File: src/rtl/i2s_apb_stream_ctrl_if.sv
// APB master signals plus the Tx/Rx sample streams of the I2S stream sequencer.
// master = the sequencer, slave = the environment (APB core and audio datapath).
interface i2s_apb_stream_ctrl_if;
  logic [31:0] paddr;
  logic [31:0] pwdata;
  logic        pwrite;
  logic        penable;
  logic [31:0] prdata;
  logic [31:0] tx_data;
  logic        tx_valid;
  logic        tx_ready;
  logic [31:0] rx_data;
  logic        rx_valid;
  logic        rx_ready;

  modport master (
    output paddr, pwdata, pwrite, penable, tx_ready, rx_data, rx_valid,
    input  prdata, tx_data, tx_valid, rx_ready
  );

  modport slave (
    input  paddr, pwdata, pwrite, penable, tx_ready, rx_data, rx_valid,
    output prdata, tx_data, tx_valid, rx_ready
  );
endinterface

File: src/rtl/i2s_apb_stream_ctrl.sv
// APB-side sequencer for the I2S transceiver core: configures the core, polls
// status, and moves samples between the core's data registers and the streams.
//
// state  | meaning
// IDLE   | waiting for start
// CFG_S  | control word write, setup
// CFG_A  | control word write, access
// POLL_S | status read, setup
// POLL_A | status read, access (flags captured)
// DECIDE | pick stop / TX / RX / re-poll
// TX_S   | Tx data write, setup (sample accepted)
// TX_A   | Tx data write, access
// RX_S   | Rx data read, setup
// RX_A   | Rx data read, access (sample captured)
// STOP_S | stop word write, setup
// STOP_A | stop word write, access
module i2s_apb_stream_ctrl #(
  parameter logic [31:0] OFFSET    = 32'h0,
  parameter logic [31:0] CTRL_ADDR = 32'h0,
  parameter logic [31:0] STAT_ADDR = 32'h4,
  parameter logic [31:0] TX_ADDR   = 32'h8,
  parameter logic [31:0] RX_ADDR   = 32'hC,
  parameter logic [31:0] STOP_WORD = 32'h0
) (
  input  logic        pclk,
  input  logic        preset,
  input  logic        start,
  input  logic        stop,
  input  logic [31:0] cfg_word,
  output logic        busy,
  output logic [3:0]  flags,
  i2s_apb_stream_ctrl_if.master bus
);

  typedef enum logic [3:0] {
    IDLE, CFG_S, CFG_A, POLL_S, POLL_A, DECIDE,
    TX_S, TX_A, RX_S, RX_A, STOP_S, STOP_A
  } state_t;

  state_t      state, state_nxt;
  logic [31:0] paddr_q, paddr_nxt;
  logic [31:0] pwdata_q, pwdata_nxt;
  logic        pwrite_q, pwrite_nxt;
  logic [31:0] rx_data_q;
  logic        rx_valid_q;
  logic [3:0]  flags_q;
  logic        stop_req;
  logic        prio_tx;
  logic        grant;
  logic        tx_elig, rx_elig;

  assign tx_elig = bus.tx_valid & ~flags_q[3];
  assign rx_elig = ~flags_q[0] & ~rx_valid_q;

  always_ff @(posedge pclk or negedge preset) begin
    if (!preset) begin
      state    <= IDLE;
      paddr_q  <= '0;
      pwdata_q <= '0;
      pwrite_q <= 1'b0;
    end else begin
      state    <= state_nxt;
      paddr_q  <= paddr_nxt;
      pwdata_q <= pwdata_nxt;
      pwrite_q <= pwrite_nxt;
    end
  end

  // Address/data/direction are loaded on entry to each SETUP state so they are
  // stable across both phases of the transfer.
  always_comb begin
    state_nxt  = state;
    paddr_nxt  = paddr_q;
    pwdata_nxt = pwdata_q;
    pwrite_nxt = pwrite_q;
    grant      = 1'b0;
    case (state)
      IDLE: begin
        if (start && !stop) begin
          state_nxt  = CFG_S;
          paddr_nxt  = OFFSET + CTRL_ADDR;
          pwdata_nxt = cfg_word;
          pwrite_nxt = 1'b1;
        end
      end
      CFG_S:  state_nxt = CFG_A;
      CFG_A, TX_A, RX_A: begin
        state_nxt  = POLL_S;
        paddr_nxt  = OFFSET + STAT_ADDR;
        pwrite_nxt = 1'b0;
      end
      POLL_S: state_nxt = POLL_A;
      POLL_A: state_nxt = DECIDE;
      DECIDE: begin
        if (stop_req) begin
          state_nxt  = STOP_S;
          paddr_nxt  = OFFSET + CTRL_ADDR;
          pwdata_nxt = STOP_WORD;
          pwrite_nxt = 1'b1;
        end else if (tx_elig && (!rx_elig || prio_tx)) begin
          state_nxt  = TX_S;
          paddr_nxt  = OFFSET + TX_ADDR;
          pwdata_nxt = bus.tx_data;
          pwrite_nxt = 1'b1;
          grant      = 1'b1;
        end else if (rx_elig) begin
          state_nxt  = RX_S;
          paddr_nxt  = OFFSET + RX_ADDR;
          pwrite_nxt = 1'b0;
          grant      = 1'b1;
        end else begin
          state_nxt  = POLL_S;
          paddr_nxt  = OFFSET + STAT_ADDR;
          pwrite_nxt = 1'b0;
        end
      end
      TX_S:   state_nxt = TX_A;
      RX_S:   state_nxt = RX_A;
      STOP_S: state_nxt = STOP_A;
      STOP_A: state_nxt = IDLE;
      default: state_nxt = IDLE;
    endcase
  end

  always_ff @(posedge pclk or negedge preset) begin
    if (!preset) begin
      flags_q    <= '0;
      rx_data_q  <= '0;
      rx_valid_q <= 1'b0;
      stop_req   <= 1'b0;
      prio_tx    <= 1'b1;
    end else begin
      if (state == POLL_A)
        flags_q <= bus.prdata[3:0];
      if (state == RX_A) begin
        rx_data_q  <= bus.prdata;
        rx_valid_q <= 1'b1;
      end else if (rx_valid_q && bus.rx_ready) begin
        rx_valid_q <= 1'b0;
      end
      if (state == STOP_A)
        stop_req <= 1'b0;
      else if (stop && state != IDLE)
        stop_req <= 1'b1;
      if (grant)
        prio_tx <= ~prio_tx;
    end
  end

  assign busy         = (state != IDLE);
  assign flags        = flags_q;
  assign bus.paddr    = paddr_q;
  assign bus.pwdata   = pwdata_q;
  assign bus.pwrite   = pwrite_q;
  assign bus.penable  = (state == CFG_A) || (state == POLL_A) || (state == TX_A) ||
                        (state == RX_A)  || (state == STOP_A);
  assign bus.tx_ready = (state == TX_S);
  assign bus.rx_data  = rx_data_q;
  assign bus.rx_valid = rx_valid_q;

endmodule

File: src/flat_wrapper.sv
// flat-port wrapper written by rule: the top's interface ports become plain ports
module i2s_apb_stream_ctrl_flat 
#(
  parameter logic [31:0] OFFSET    = 32'h0,
  parameter logic [31:0] CTRL_ADDR = 32'h0,
  parameter logic [31:0] STAT_ADDR = 32'h4,
  parameter logic [31:0] TX_ADDR   = 32'h8,
  parameter logic [31:0] RX_ADDR   = 32'hC,
  parameter logic [31:0] STOP_WORD = 32'h0
)
  (pclk, preset, start, stop, cfg_word, busy, flags, bus_paddr, bus_pwdata, bus_pwrite, bus_penable, bus_tx_ready, bus_rx_data, bus_rx_valid, bus_prdata, bus_tx_data, bus_tx_valid, bus_rx_ready);
  i2s_apb_stream_ctrl_if bus_i ();
  input  logic pclk;
  input  logic preset;
  input  logic start;
  input  logic stop;
  input  logic [31:0] cfg_word;
  output logic busy;
  output logic [3:0] flags;
  output wire logic [$bits(bus_i.paddr)-1:0] bus_paddr;
  output wire logic [$bits(bus_i.pwdata)-1:0] bus_pwdata;
  output wire logic [$bits(bus_i.pwrite)-1:0] bus_pwrite;
  output wire logic [$bits(bus_i.penable)-1:0] bus_penable;
  output wire logic [$bits(bus_i.tx_ready)-1:0] bus_tx_ready;
  output wire logic [$bits(bus_i.rx_data)-1:0] bus_rx_data;
  output wire logic [$bits(bus_i.rx_valid)-1:0] bus_rx_valid;
  input wire logic [$bits(bus_i.prdata)-1:0] bus_prdata;
  input wire logic [$bits(bus_i.tx_data)-1:0] bus_tx_data;
  input wire logic [$bits(bus_i.tx_valid)-1:0] bus_tx_valid;
  input wire logic [$bits(bus_i.rx_ready)-1:0] bus_rx_ready;
  assign bus_paddr = bus_i.paddr;
  assign bus_pwdata = bus_i.pwdata;
  assign bus_pwrite = bus_i.pwrite;
  assign bus_penable = bus_i.penable;
  assign bus_tx_ready = bus_i.tx_ready;
  assign bus_rx_data = bus_i.rx_data;
  assign bus_rx_valid = bus_i.rx_valid;
  assign bus_i.prdata = bus_prdata;
  assign bus_i.tx_data = bus_tx_data;
  assign bus_i.tx_valid = bus_tx_valid;
  assign bus_i.rx_ready = bus_rx_ready;
  i2s_apb_stream_ctrl #(.OFFSET(OFFSET), .CTRL_ADDR(CTRL_ADDR), .STAT_ADDR(STAT_ADDR), .TX_ADDR(TX_ADDR), .RX_ADDR(RX_ADDR), .STOP_WORD(STOP_WORD)) u_core (.pclk(pclk), .preset(preset), .start(start), .stop(stop), .cfg_word(cfg_word), .busy(busy), .flags(flags), .bus(bus_i));
endmodule
File: config.mk
export PLATFORM = sky130hd
export DESIGN_NAME = i2s_apb_stream_ctrl_flat
export DESIGN_NICKNAME = d
export VERILOG_FILES = /design/src/rtl/i2s_apb_stream_ctrl_if.sv /design/src/rtl/i2s_apb_stream_ctrl.sv /design/src/flat_wrapper.sv
export SDC_FILE = /design/constraint.sdc
export NUM_CORES = 1
export LEC_CHECK = 0
export BUFFER_PORTS_ARGS = -buffer_cell sky130_fd_sc_hd__buf_2
export CAP_MARGIN = 10
export CORE_ASPECT_RATIO = 0.8
export CORE_MARGIN = 2
export CORE_UTILIZATION = 45
export CTS_CLUSTER_SIZE = 10
export DETAILED_ROUTE_END_ITERATION = 8
export GPL_TIMING_DRIVEN = 0
export PLACE_DENSITY = 0.83
export REMOVE_ABC_BUFFERS = 1
export SYNTH_ARGS = -nofsm -noshare
export SYNTH_HDL_FRONTEND = slang
export SYNTH_SLANG_ARGS = --single-unit
File: constraint.sdc
create_clock -name pclk -period 2.7 [get_ports pclk]
set_input_delay 0.405 -clock pclk [delete_from_list [all_inputs] [get_ports pclk]]
set_output_delay 0.405 -clock pclk [all_outputs]
set_load 0.02 [all_outputs]
# == Word level (Yosys, flattened, before mapping) ==
# Cells that the tools add are included.
# word_totals
reg_bits,108
latch_bits,0
ramBits,0
mem_bits_ro,0
in_bits,102
out_inout_bits,105
wordCells,74
n_memories,0
# classes
n_addsub,0
n_mul,0
div,0
magnitude_cmp,0
eq_ne,13
n_shift,0
muxes,26
bitwise_logic,6
reduce_logical,20
# op_table
cell,count
32-bit two-way mux,6
32-bit case mux with 3 select lines,1
32-bit case mux with 2 select lines,1
4-bit case mux with 9 select lines,1
4-bit two-way mux,5
"4-bit by 3-bit == test with 1-bit output, second input constant",4
"4-bit == test, second input constant",4
1-bit two-way mux,11
"4-bit by 2-bit == test with 1-bit output, second input constant",2
2-bit nonzero test,3
1-bit logical OR,5
"4-bit by 1-bit == test with 1-bit output, second input constant",1
1-bit logical AND,4
4-bit zero test,1
1-bit inverter,4
4-bit nonzero test,1
"3-bit by 1-bit inequality test with 1-bit output, second input constant",1
1-bit case mux with 3 select lines,1
3-bit AND reduction,1
3-bit nonzero test,1
3-bit OR reduction,1
1-bit bitwise AND,2
1-bit zero test,2
"2-bit by 1-bit inequality test with 1-bit output, second input constant",1
2-bit AND reduction,1

# == Logic depth before layout (Yosys ltp) ==
# depth
ltp_word,8
depth_mapped,7
depth_no_buf,4

# == Least setup slack after synthesis ==
# OpenSTA, ideal clock, no wires.
# synth_timing
path_type,register to register
startpoint,reg u_core.state[2]
endpoint,reg u_core.pwdata_q[10] (netlist: u_core.bus.pwdata[10])
setup_time_ns,0.073
t_arrival_ns,1.828
required_ns,2.627
setup_slack_ns,0.799
path_stages_with_launch,7
path_buffers,2
synth_period_minus_slack_ns,1.901
path_cell_list,dfrtp_1 or4b_1 a211o_1 buf_2 a21oi_4 buf_6 a2bb2oi_2
# synth_between
elab_chain_len,3
elab_cells_between_ends,7
cone_classes,eq/ne (3); mux (1); reduce/logical (3)
# synth_rtl
item,line_no,text
from (decl),i2s_apb_stream_ctrl.sv:40,"state_t state, state_nxt;"
from (signal assigned),i2s_apb_stream_ctrl.sv:62,state <= state_nxt;
4-bit by 3-bit == test with 1-bit output / 4-bit zero test (equally long branches),i2s_apb_stream_ctrl.sv:77,case (state)
3-bit by 1-bit inequality test with 1-bit output (no source line) (tied with other cells),-,
3-bit AND reduction (no source line),-,
to (signal assigned),i2s_apb_stream_ctrl.sv:64,pwdata_q <= pwdata_nxt;
to (decl),i2s_apb_stream_ctrl.sv:42,"logic [31:0] pwdata_q, pwdata_nxt;"
# Parallel ways exist; a longest one is shown, timed or not.
# A chain may end at the register's enable or synchronous reset.

# == Worst setup path in the final report ==
# layout_timing
startpoint,reg u_core.state[2]
endpoint,reg u_core.paddr_q[2] (netlist: u_core.bus.paddr[2])
# layout_between
elab_chain_len,4
elab_cells_between_ends,10
cone_classes,eq/ne (5); mux (1); reduce/logical (4)
# layout_rtl
item,line_no,text
4-bit by 3-bit == test with 1-bit output (tied with other cells),i2s_apb_stream_ctrl.sv:77,
3-bit OR reduction,i2s_apb_stream_ctrl.sv:77,
3-bit nonzero test (no source line),-,
2-bit AND reduction (no source line),-,
to (signal assigned),i2s_apb_stream_ctrl.sv:63,paddr_q <= paddr_nxt;
to (decl),i2s_apb_stream_ctrl.sv:41,"logic [31:0] paddr_q, paddr_nxt;"
# Parallel ways exist; a longest one is shown, timed or not.

==> impl_metrics.csv <==
group,metric,value,unit
synth,edff_count_synth,0,
power,p_switching,2.28,mW
placed_design,dpl_worst_slack,-0.386,ns
power,power.share.sequential,0.377,
timing,setup-tns-final,0,ns
die,die_x,107,um
synth,yosysWarnings,0,
synth,dominantRegCellSynth,"sky130_fd_sc_hd__dfrtp_1",
job,timing.max_cap.violations,0,
grt,grt_max_degree,43,
worst_setup_path,crit_required,2.93,ns
timing,post-route-min-period,2.51,ns
synth,yosysUniqueCellTypes,36,
synth,synthArstFlopShare,1.00,
final_layout,layout-area-overhead-vs-synth,28.9,%
worst_setup_path,worst_r2r_path_depth,5,
power,peakVddDrop,572,uV
final_layout,insertedDiodeCount,0,
final_layout,mostFrequentLayoutCell,"sky130_fd_sc_hd__buf_2",
status,run_status,"completed",
detailed_routing,detail_route.iter0.violations,100,
hold_path,timing.hold.worst.class,"input pin to asynchronous set/reset pin",
grt,globalRouteTotalUtil,0.202,
grt,grt_antenna_before_repair,0,
worst_setup_path,timing.critical_path.from_type,"register",
power,p_clk_frac,0.135,
placed_design,portBuffers,176,
cts,htree_levels,3,
timing,tightestPinTransition,0.695,ns
worst_setup_path,cp_top_family,"compound AO/OA/AOI/OAI gates",
power,static_leak,2.42,nW
worst_setup_path,crit_chain,"or4b_1 -> a211o_2 -> a21oi_4 -> buf_12 -> o21ba_2",
die,initial_core_util,0.457,
timing,post-route-period-util,0.929,
timing,grt_setup_unrepaired,"no",
placed_design,gp_congestion,0.782,
final_layout,finish.net_count,595,
timing,fmaxAchievable,399,MHz
timing,finalSetupViolCount,0,
worst_setup_path,critical_path.slowest_cell,"sky130_fd_sc_hd__a211o_2",
worst_setup_path,timing.critical_path.buf_inv,1,
cts,clock_insertion_delay_worst_skew,0.34,ns
cts,cts_sinks,78,
synth,synth.avg_cell_area,11.9,sq um
grt,globalRouteOverflowTotal,0,
die,core_area,8410,sq um
cts,clockBufferDepth,2,
detailed_routing,antenna_left,0,
detailed_routing,routed_wl,9350,um
timing,timing.max_slew.rel_slack,0.533,
timing,final-hold-violation-count,0,
cts,clkSlewWorstSetupHoldPaths,0.08,ns
grt,grt_first_pass_wirelength,14700,um
power,internal_power,3.22,mW
worst_setup_path,timing.critical_path.arrival,2.73,ns
detailed_routing,route.detailed.vias_per_inst,5.01,
detailed_routing,routed_wire_length_per_instance,15.3,um
die,design.die.area,9300,sq um
detailed_routing,route.vias.total,3057,
synth,postSynthCellCount,323,
worst_setup_path,critical_path.max_fanout,33,
die,die_height,86.7,um
die,top_level_ports,207,
worst_setup_path,reg2reg_to,"u_core.bus.paddr[2]",
die,num_rows,30,
cts,root_buf_cell,"sky130_fd_sc_hd__clkbuf_8",
worst_setup_path,timing.reg2reg.setup_slack,0.19,ns
power,pwr_density_cell,1110,nW/um^2
worst_setup_path,worst_r2r_startpoint,"u_core.state[2]",
synth,synth.ff_latch_count,78,
worst_setup_path,worst_setup_path_end_kind,"register",
grt,grt_pass1_vias,2971,
final_layout,layout-drive-gt1-share,0.546,
worst_setup_path,crit_path_max_incr_delay,0.61,ns
detailed_routing,drt_pre_antenna_iters,4,
placed_design,hpwl,7000,um
timing,timing.final.max_slew_violations,0,
synth,synth.cell_area,3840,sq um
final_layout,mostFrequentLayoutCells,"sky130_fd_sc_hd__buf_2 (175), sky130_fd_sc_hd__dfrtp_1 (77), sky130_fd_sc_hd__a21oi_1 (38)",
synth,ys_seq_area_frac,0.508,
timing,finalClockSkew,0.0133,ns
detailed_routing,residual_drc_count,0,
power,combPwrFrac,0.488,
cts,clock_tree_from_tritoncts,"done",
power,swShare,0.414,
cts,cts_inserted_buffers,9,
timing,post-route-worst-setup-slack,0.191,ns
worst_setup_path,critical_path_class,"register to register",
how the worst max path moves through the flow:
stage	start	endpoint	slack, ns	depth (start not counted)
2_1_floorplan	u_core.state[2]	u_core.bus.rx_data[0]	-0.83	3
3_3_place_gp	u_core.state[1]	u_core.bus.paddr[2]	-2.59	4
3_5_place_dp	u_core.state[2]	u_core.bus.paddr[2]	-0.39	5
4_1_cts	u_core.state[1]	u_core.bus.paddr[2]	0.05	6
5_1_grt	u_core.state[1]	u_core.bus.paddr[2]	0.06	6
6_report	u_core.state[2]	u_core.bus.paddr[2]	0.19	5
cell type report:
cell class | count | area, sq um
Fill cell | 742 | 3450
Sequential cell | 78 | 1950
Multi-Input combinational cell | 215 | 1660
Timing Repair Buffer | 184 | 1020
Tap cell | 112 | 140
Clock buffer | 12 | 135
Clock inverter | 4 | 25.0
Inverter | 5 | 18.8
timing repair:
action / 4_1_cts / 5_1_grt
gates resized for setup: 1 / 1
endpoints found under the setup margin: 34 / 34
buffers inserted: 1 / 0
hold buffers: 0 / 0
metal layers:
layer,up-vias,global-route usage,part of all wire
li1,1445,-,-
met4,0,0.0559,0.0086
met5,-,0,0
met2,94,0.349,0.52
met3,8,0.0496,0.049
met1,1510,0.256,0.42
synthesized netlist by cell type (3+ instances only):
| master | instances | area, sq um |
|---|---|---|
| sky130_fd_sc_hd__buf_4 | 30 | 225 |
| sky130_fd_sc_hd__dfrtp_1 | 77 | 1930 |
| sky130_fd_sc_hd__mux2_2 | 36 | 405 |
| sky130_fd_sc_hd__nor2b_1 | 4 | 25.0 |
| sky130_fd_sc_hd__a21oi_1 | 38 | 190 |
| sky130_fd_sc_hd__nand2_1 | 3 | 11.3 |
| sky130_fd_sc_hd__buf_2 | 5 | 25.0 |
| sky130_fd_sc_hd__a2bb2oi_2 | 29 | 435 |
| sky130_fd_sc_hd__buf_6 | 3 | 33.8 |
| sky130_fd_sc_hd__a2bb2oi_1 | 4 | 35.0 |
| sky130_fd_sc_hd__o21ai_1 | 5 | 25.0 |
| sky130_fd_sc_hd__o22ai_1 | 4 | 25.0 |
| sky130_fd_sc_hd__inv_1 | 5 | 18.8 |
| sky130_fd_sc_hd__o21ai_0 | 31 | 155 |
| sky130_fd_sc_hd__clkbuf_1 | 14 | 52.6 |
| sky130_fd_sc_hd__nor2_1 | 7 | 26.3 |
| sky130_fd_sc_hd__nor3_1 | 3 | 15.0 |
per-stage QoR:
step	total power, mW	cell area (sq um)	hold slack [ns]	util	cells
after detailed placement	4.79	4780	0.401	0.569	593
after CTS	5.56	4950	0.0227	0.589	610
after global placement	4.62	4630	0.484	0.551	586
after floorplan	3.82	3610	0.109	-	298
final	5.50	4960	0.0211	0.589	610
after global routing	5.84	4960	0.0326	0.589	610
sequential cells by signal, indices dropped and copies added (netlist names), 2 cells and up:
signal / count
u_core.state: 4
u_core.flags: 4
u_core.bus.rx_data: 32
u_core.bus.paddr: 2
u_core.bus.pwdata: 32
power by group through the flow:
stage,combinational [mW],clock [mW],sequential [mW]
4_1_cts,2.71,0.774,2.07
2_1_floorplan,1.20,0,2.62
5_1_grt,2.88,0.818,2.15
3_5_place_dp,2.71,0,2.09
3_3_place_gp,2.57,0,2.04
6_report,2.68,0.742,2.08
worst reg2reg max path, stage by stage, from the launching register on:
cell and delay [ns]:
sky130_fd_sc_hd__dfrtp_1 0.54, sky130_fd_sc_hd__or4b_1 0.59, sky130_fd_sc_hd__a211o_2 0.61, sky130_fd_sc_hd__a21oi_4 0.26, sky130_fd_sc_hd__buf_12 0.22, sky130_fd_sc_hd__o21ba_2 0.19
kinds of logic (layout without fill, tap and decap cells):
logic type	after synthesis	in the layout	synth area share
other	1	30	0.000975
AO/OA/AOI/OAI	122	122	0.251
XOR/XNOR	2	2	0.00456
buffers and inverters	59	205	0.0944
AND/OR/NAND/NOR	25	25	0.0358
multiplexers	36	36	0.105
flip-flops	78	78	0.508
Power figures use the tool's default switching activity.
